<file path="src/rtl/rgmii_tx_framer.sv">
`default_nettype none
// +----------------------------------------------------------------------------+
// | Module   : rgmii_tx_framer                                                 |
// | Purpose  : RGMII transmit byte framer: preamble/SFD, pad, FCS, IFG, and    |
// |            rise/fall nibble split for per-lane ODDR primitives.            |
// | Revision : 1.0  initial release                                            |
// +----------------------------------------------------------------------------+
module rgmii_tx_framer #(
    parameter int PREAMBLE_LEN = 7,
    parameter int MIN_FRAME    = 60,
    parameter int IFG_BYTES    = 12,
    parameter bit APPEND_FCS   = 1'b1
) (
    input  logic       clk,
    input  logic       rst_n,
    input  logic [7:0] s_data,
    input  logic       s_valid,
    input  logic       s_last,
    output logic       s_ready,
    output logic [3:0] txd_rise,
    output logic [3:0] txd_fall,
    output logic       txctl_rise,
    output logic       txctl_fall,
    output logic       busy,
    output logic       underrun
);

    localparam int c_cnt_w = $clog2(MIN_FRAME + 1);
    localparam int c_pre_w = (PREAMBLE_LEN < 2) ? 1 : $clog2(PREAMBLE_LEN + 1);
    localparam int c_ifg_w = (IFG_BYTES < 2) ? 1 : $clog2(IFG_BYTES + 1);
    localparam int c_ifg_load_i = (IFG_BYTES > 0) ? IFG_BYTES - 1 : 0;

    localparam logic [c_cnt_w-1:0] c_min_frame = c_cnt_w'(MIN_FRAME);
    localparam logic [c_pre_w-1:0] c_pre_last  = c_pre_w'((PREAMBLE_LEN > 1) ? PREAMBLE_LEN - 1 : 1);
    localparam logic [c_ifg_w-1:0] c_ifg_reset = c_ifg_w'(IFG_BYTES);
    localparam logic [c_ifg_w-1:0] c_ifg_load  = c_ifg_w'(c_ifg_load_i);
    localparam logic [31:0]        c_poly      = 32'hEDB88320;
    localparam logic [7:0]         c_pre_byte  = 8'h55;
    localparam logic [7:0]         c_sfd_byte  = 8'hD5;

    typedef enum logic [3:0] {
        ST_IDLE  = 4'd0,
        ST_PRE   = 4'd1,
        ST_SFD   = 4'd2,
        ST_DATA  = 4'd3,
        ST_PAD   = 4'd4,
        ST_FCS   = 4'd5,
        ST_ERR   = 4'd6,
        ST_DRAIN = 4'd7,
        ST_IFG   = 4'd8
    } state_t;

    state_t             r_state;
    logic [31:0]        r_crc;
    logic [c_cnt_w-1:0] r_byte_cnt;
    logic [c_pre_w-1:0] r_pre_cnt;
    logic [c_ifg_w-1:0] r_ifg_cnt;
    logic [1:0]         r_fcs_idx;
    logic [7:0]         r_txd;
    logic               r_ctl_rise;
    logic               r_ctl_fall;
    logic               r_ready;
    logic               r_busy;
    logic               r_underrun;

    logic [31:0]        w_fcs;
    logic [7:0]         w_fcs_byte;

    function automatic logic [31:0] crc32_byte(input logic [31:0] crc, input logic [7:0] data);
        logic [31:0] c;
        c = crc ^ {24'h0, data};
        for (int i = 0; i < 8; i++)
            c = c[0] ? ((c >> 1) ^ c_poly) : (c >> 1);
        return c;
    endfunction

    assign w_fcs      = ~r_crc;
    assign w_fcs_byte = w_fcs[{r_fcs_idx, 3'b000} +: 8];

    // The state names the action taken at the coming edge; every output is
    // loaded at that edge, so s_ready rises while SFD is on the wire and the
    // first data byte follows SFD without a gap.
    always_ff @(posedge clk) begin
        if (!rst_n) begin
            r_state    <= ST_IDLE;
            r_crc      <= '1;
            r_byte_cnt <= '0;
            r_pre_cnt  <= '0;
            r_ifg_cnt  <= c_ifg_reset;
            r_fcs_idx  <= '0;
            r_txd      <= '0;
            r_ctl_rise <= 1'b0;
            r_ctl_fall <= 1'b0;
            r_ready    <= 1'b0;
            r_busy     <= 1'b0;
            r_underrun <= 1'b0;
        end else begin
            r_txd      <= '0;
            r_ctl_rise <= 1'b0;
            r_ctl_fall <= 1'b0;
            r_underrun <= 1'b0;
            r_busy     <= 1'b1;
            case (r_state)
                ST_IDLE: begin
                    r_busy <= 1'b0;
                    if (r_ifg_cnt != '0) begin
                        r_ifg_cnt <= r_ifg_cnt - 1'b1;
                        r_busy    <= (r_ifg_cnt != c_ifg_w'(1));
                    end else if (s_valid) begin
                        r_busy     <= 1'b1;
                        r_txd      <= c_pre_byte;
                        r_ctl_rise <= 1'b1;
                        r_ctl_fall <= 1'b1;
                        r_pre_cnt  <= c_pre_w'(1);
                        r_state    <= (PREAMBLE_LEN > 1) ? ST_PRE : ST_SFD;
                    end
                end
                ST_PRE: begin
                    r_txd      <= c_pre_byte;
                    r_ctl_rise <= 1'b1;
                    r_ctl_fall <= 1'b1;
                    r_pre_cnt  <= r_pre_cnt + 1'b1;
                    if (r_pre_cnt == c_pre_last)
                        r_state <= ST_SFD;
                end
                ST_SFD: begin
                    r_txd      <= c_sfd_byte;
                    r_ctl_rise <= 1'b1;
                    r_ctl_fall <= 1'b1;
                    r_crc      <= '1;
                    r_byte_cnt <= '0;
                    r_ready    <= 1'b1;
                    r_state    <= ST_DATA;
                end
                ST_DATA: begin
                    if (s_valid) begin
                        r_txd      <= s_data;
                        r_ctl_rise <= 1'b1;
                        r_ctl_fall <= 1'b1;
                        r_crc      <= crc32_byte(r_crc, s_data);
                        if (r_byte_cnt != c_min_frame)
                            r_byte_cnt <= r_byte_cnt + 1'b1;
                        if (s_last) begin
                            r_ready <= 1'b0;
                            if (APPEND_FCS && (int'(r_byte_cnt) + 1 < MIN_FRAME)) begin
                                r_state <= ST_PAD;
                            end else if (APPEND_FCS) begin
                                r_fcs_idx <= '0;
                                r_state   <= ST_FCS;
                            end else begin
                                r_ifg_cnt <= c_ifg_load;
                                r_state   <= ST_IFG;
                            end
                        end
                    end else begin
                        // Underrun: one TX_ER symbol poisons the frame at the PHY
                        r_ctl_rise <= 1'b1;
                        r_ctl_fall <= 1'b0;
                        r_underrun <= 1'b1;
                        r_ready    <= 1'b0;
                        r_state    <= ST_ERR;
                    end
                end
                ST_PAD: begin
                    r_ctl_rise <= 1'b1;
                    r_ctl_fall <= 1'b1;
                    r_crc      <= crc32_byte(r_crc, 8'h00);
                    r_byte_cnt <= r_byte_cnt + 1'b1;
                    if (int'(r_byte_cnt) + 1 >= MIN_FRAME) begin
                        r_fcs_idx <= '0;
                        r_state   <= ST_FCS;
                    end
                end
                ST_FCS: begin
                    r_txd      <= w_fcs_byte;
                    r_ctl_rise <= 1'b1;
                    r_ctl_fall <= 1'b1;
                    r_fcs_idx  <= r_fcs_idx + 1'b1;
                    if (r_fcs_idx == 2'd3) begin
                        r_ifg_cnt <= c_ifg_load;
                        r_state   <= ST_IFG;
                    end
                end
                ST_ERR: begin
                    // s_last can never have been accepted before an underrun
                    r_ready <= 1'b1;
                    r_state <= ST_DRAIN;
                end
                ST_DRAIN: begin
                    if (s_valid && s_last) begin
                        r_ready   <= 1'b0;
                        r_ifg_cnt <= c_ifg_load;
                        r_state   <= ST_IFG;
                    end
                end
                ST_IFG: begin
                    if (r_ifg_cnt == '0) begin
                        r_busy  <= 1'b0;
                        r_state <= ST_IDLE;
                    end else begin
                        r_ifg_cnt <= r_ifg_cnt - 1'b1;
                    end
                end
                default: begin
                    r_ready <= 1'b0;
                    r_state <= ST_IDLE;
                end
            endcase
        end
    end

    assign s_ready    = r_ready;
    assign txd_rise   = r_txd[3:0];
    assign txd_fall   = r_txd[7:4];
    assign txctl_rise = r_ctl_rise;
    assign txctl_fall = r_ctl_fall;
    assign busy       = r_busy;
    assign underrun   = r_underrun;

endmodule
`default_nettype wire

</file>
<file path="config.mk">
export PLATFORM = sky130hd
export DESIGN_NAME = rgmii_tx_framer
export DESIGN_NICKNAME = d
export VERILOG_FILES = /design/src/rtl/rgmii_tx_framer.sv
export SDC_FILE = /design/constraint.sdc
export NUM_CORES = 1
export LEC_CHECK = 0
export BUFFER_PORTS_ARGS = -buffer_cell sky130_fd_sc_hd__clkbuf_2
export CAP_MARGIN = 20
export CORE_MARGIN = 3
export CORE_UTILIZATION = 60
export DETAILED_ROUTE_END_ITERATION = 8
export PLACE_DENSITY = 0.84
export SLEW_MARGIN = 15
export SYNTH_ARGS = -nofsm -noshare
export SYNTH_HDL_FRONTEND = slang
export SYNTH_SLANG_ARGS = --single-unit
</file>
<file path="constraint.sdc">
create_clock -name clk -period 5.33 [get_ports clk]
set_input_delay 0.533 -clock clk [delete_from_list [all_inputs] [get_ports clk]]
set_output_delay 0.533 -clock clk [all_outputs]
set_load 0.05 [all_outputs]
</file>
Word level (Yosys, flattened, before mapping)
Index checks and enable logic that the tools add are counted.

Add/sub/neg operators: 5. Multipliers: 0. Div/mod/pow operators: 0. $lt $le $gt $ge: 2. Equal/unequal tests: 26. Shifts and indexed selects: 1. Multiplexer cells: 61. Bitwise logic cells: 19. Reductions and logical operators: 20.

Operators with widths (number): $mux 32 (17); $not 13->14 (16); $pmux 32 s3 (1); $mux 4 (13); $pmux 8 s5 (1); $pmux 4 s9 (1); $lt 32x7->1 const B (1); $not 32->32 (1); $shiftx 32x6->8 (1); $xor 32x8->32 (1); $ne 2x2->1 const B (13); $pmux 6 s3 (1); $eq 4x3->1 const B (4); $pmux 4 s4 (1); $mux 7 (2); $mux 6 (2); $reduce_and 5->1 (2); $reduce_or 5->1 (2); $mux 1 (9); $reduce_and 3->1 (3); $eq 4x2->1 const B (2); $logic_not 4->1 (2); $mux 2 (4); $mux 8 (1); 28 further kinds (33).

Register bits after elaboration: 64. Latch bits: 0. Memory bits (writable): 0. Bits in read-only memories: 0. Bits of input ports: 12. Output and inout bits: 13. Word-level logic and storage cells: 146. Memories: 0.

Logic depth before layout (Yosys ltp)
Word-level depth: 19. Mapped depth: 9. Mapped depth without buffers: 7.

Worst setup path after synthesis
Ideal clock, no wire load.

Path kind: input to register. Start: in s_data[3]. End: reg r_crc[19]. Library setup time: 0.058 ns. Arrival time: 2.148 ns. Required time: 5.272 ns. Slack: 3.124 ns. Cell stages on the path: 7. Buffers on the path: 1. Cells stage by stage: clkbuf_1 xor2_1 xnor2_1 xnor2_1 xnor3_1 o221ai_1 o21a_1.

Cells in the longest elaborated chain, start to end: 14.

RTL lines: start, declared (RTL line 16) `input logic [7:0] s_data,`; $xor 32x8->32 (*) (RTL line 71) `c = crc ^ {24'h0, data};`; $mux 32 (*) (5 in series) (RTL line 73) `c = c[0] ? ((c >> 1) ^ c_poly) : (c >> 1);`; $not 13->14 (no line); $mux 32 (*) (RTL line 73); $not 13->14 (no line); $mux 32 (*) (RTL line 73); $not 13->14 (no line); $mux 32 (*) (RTL line 73); $mux 32 (*) (RTL line 136) `if (s_valid) begin`; $pmux 32 s3 (*) (RTL line 103) `case (r_state)`; end signal, assigned (RTL line 140) `r_crc <= crc32_byte(r_crc, s_data);`; end signal, assigned (RTL line 167) `r_crc <= crc32_byte(r_crc, 8'h00);`; end, declared (RTL line 54) `logic [31:0] r_crc;`.

Every way passes the cells marked *; elsewhere a longest branch is shown, timed or not. The select of a mux whose other input is x is not followed. A chain may end at the register's enable or synchronous reset.

Final worst setup path
Start: reg r_state[0]. End: reg r_crc[25].

Cells in the longest elaborated chain, start to end: 3. Elaborated cells on any way between the ends: 7. Those cells by class: eq/ne (4); mux (1); reduce/logical (2).

RTL lines: start, declared (RTL line 53) `state_t r_state;`; start signal, assigned (RTL line 115) `r_state <= (PREAMBLE_LEN > 1) ? ST_PRE : ST_SFD;`; $eq 4x2->1 / $eq 4x3->1 (equally long branches) (RTL line 103); $ne 2x2->1 (no line) / $reduce_bool 3->1 (equally long branches); $reduce_and 2->1 (no line).

Parallel ways exist; a longest one is shown, timed or not.

==> reports/metrics.yaml <==
clockPowerShare: 0.213
timing.setup.critical_path_class: "reg -> reg"
fp.dieArea_sq_um: 8760
synth.yosys.warnings: 0
synth.ff_latch_count: 64
routed_wire_length_per_instance_um: 19.4
synth_seq_area_share: 0.278
critical_path.max_fanout: 19
max_cap_violations: 0
yosys.area.top_type: "dfxtp_1"
die_height_um: 93.6
vias_in_the_first_global_route: 3879
switching_power_mw: 0.992
clock_path_buffers: 2
synth-edff-count: 0
port_buffers: 24
yosys.area.top_type_share: 0.278
cts.htree.levels: 3
grt_setup_unrepaired: "false"
synthesis.instances: 538
max_slew.worst_pin.slew_ns: 1.04
placement_rows: 31
static-leakage-power_nw: 1.77
antenna_cells: 0
finalSetupViolations: 0
track_usage: 0.295
place.gp.congestion: 0.950
max_freq_mhz: 366
post-cts-setup-buffers: 0
place_hpwl_mm: 8.62
routed_via_density: 6.37
cts.root.buffer_cell: "clkbuf_8"
post_cts_hold_buffer_count: 0
postSynth.asyncResetShare: 0
yosys.cell_count.top_type: "xnor2_1"
first_iter_violations: 466
design_power_total_mw: 2.31
worst-r2r-setup-slack_ns: 2.60
multi_input_logic_area_sq_um: 3120
cell_area_after_synthesis_sq_um: 4600
ys.flop_type: "dfxtp_1"
outcome: "finished, final reports clean"
cts_sinks: 64
rr_endpoint: "r_crc[25]"
start_kind: "flop"
number_of_antenna_violations_at_the_first_check_in_global_routing: 0
critical_path.reg2reg.startpoint: "r_state[0]"
timing.critical_path.to_type: "flop"
final_util: 0.678
tritoncts: "done"
slew_viol_final: 0
timing.clock.skew_ns: 0.0109
vdd_drop_max_v: 0.000259
postCtsResizedCells: 0
die-width_um: 93.6
swShare: 0.430
reg2regPathDepth: 5
worst_skew_pair.late_latency_ns: 0.36
cts_buffer_count: 9
max-slew-margin-rel: 0.300
timing_hold_violations_final: 0
syn_avg_cell_area_sq_um: 8.56
netlist_top_cells_count: "xnor2_1, dfxtp_1, nor2_1, nand2_1"
drive_gt1_frac: 0.121
grt_max_degree: 31
internal_power_mw: 1.32
globalRouteOverflowTotal: 0
synthToLayoutAreaGrowth_pct: 7.88
worstPathArrival_ns: 2.98
worstHoldPathCells: 2
floorplan.initialDensity: 0.628
drcViolationCount: 0
post-route-min-period_ns: 2.73
totalWireLength_mm: 12.5
synth.top_cells.by_area: "dfxtp_1, xnor2_1, xor2_1"
nNetsFinal: 560
p_per_area_nw_per_um2: 465
via_count: 4102
seqCellArea_sq_um: 1280
drtAntennaViolNets: 0
cts.clk_slew.worst_paths_ns: 0.08
share_comb_of_total_power: 0.492
num-fill-cells: 572
grt_first_pass_wirelength_mm: 20.1
min-delay-path-class: "in -> reg"
yosysUniqueCellTypes: 59
final.period_utilization: 0.513
first_pass_iters: 6
min_from: "s_valid"
critical_path_required_ns: 5.58
placeableCoreArea_sq_um: 7330
syn_nets: 558
seq_power_share: 0.295
fin_setup_tns_ns: 0
timing.hold.worst_endpoint: "underrun"
ioPinCount: 25
-- routing by layer --
layer  vias up  GRT usage  wire [um]
li1       1872          -          -
met1      1895      0.362       4790
met2       280      0.475       5870
met3        55     0.0756       1330
met4         0      0.152        472
met5         -          0          0
-- flip-flops by register name (all words and copies together) (netlist names) --
register / flops
r_crc: 32
r_fcs_idx: 2
busy: 1
r_ifg_cnt: 4
txctl_fall: 1
txctl_rise: 1
r_txd: 8
r_pre_cnt: 3
s_ready: 1
r_byte_cnt: 6
r_state: 4
underrun: 1
-- per-stage QoR --
| step | cell area, sq um | cells | hold slack, ns | worst slack (ns) |
|---|---|---|---|---|
| after floorplan | 4600 | 538 | 0.467 | 3.12 |
| after global placement | 4700 | 625 | 0.486 | 2.72 |
| after detailed placement | 4700 | 625 | 0.496 | 2.63 |
| after CTS | 4930 | 641 | 0.486 | 2.61 |
| after global routing | 4970 | 644 | 0.504 | 2.36 |
| final | 4970 | 644 | 0.497 | 2.60 |
-- power by group through the flow --
stage          Combinational (mW)  Sequential, mW  Clock [mW]
2_1_floorplan               0.880           0.706           0
3_3_place_gp                 1.08           0.682           0
3_5_place_dp                 1.11           0.687           0
4_1_cts                      1.12           0.676       0.495
5_1_grt                      1.23           0.690       0.510
6_report                     1.14           0.681       0.491
-- kinds of logic (layout without fill, tap and decap cells) --
logic type / Yosys count / after routing / synth area share
fa+ha+maj: 8 / 8 / 0.0217
simple gates: 148 / 148 / 0.140
xor+xnor: 139 / 139 / 0.291
compound gates: 118 / 118 / 0.176
buf+inv: 49 / 56 / 0.0446
mux: 12 / 12 / 0.0489
flops: 64 / 64 / 0.278
-- cells in the final DEF (no fill, tap or decap), types with 2 or more instances in the layout --
cell type	count
inv_6	3
o2111ai_1	2
nor2b_1	2
a221oi_1	3
mux4_2	7
dfxtp_1	64
xor2_1	36
nor3_1	4
bufinv_16	2
ha_1	8
xnor2_4	4
a31oi_1	6
o21ai_0	15
mux2i_1	3
xnor2_1	95
nand4_1	6
clkbuf_8	9
inv_1	10
nor2_1	55
nand2_1	50
nand2b_1	2
a221o_1	6
clkbuf_2	24
buf_4	2
a21oi_1	35
and3_1	4
o211ai_1	5
buf_8	2
o21a_1	11
nand3_1	17
o22ai_1	4
o221ai_1	17
-- critical path: stages (launching register included) --
cell      delay (ns)
dfxtp_1         0.63
nor2b_1         0.42
nand3_1         0.18
a21oi_2         0.82
o221ai_1        0.37
o21a_1          0.19
-- worst max path at each step --
stage	start	endpoint	slack, ns	cells past startpoint
global placement	r_state[2]	r_crc[15]	2.72	5
global route	r_state[2]	r_crc[29]	2.36	6
CTS	r_state[0]	r_byte_cnt[4]	2.61	6
finish	r_state[0]	r_crc[25]	2.60	5
detailed placement	r_state[0]	r_byte_cnt[4]	2.63	6
floorplan	s_data[3]	r_crc[19]	3.12	7
-- cell type report --
type	count	share of cell area
Clock inverter	7	0.0207
Inverter	11	0.00831
Multi-Input combinational cell	425	0.628
Tap cell	99	0.0249
Sequential cell	64	0.258
Timing Repair Buffer	29	0.0348
Clock buffer	9	0.0249
Power figures use the tool's default switching activity.
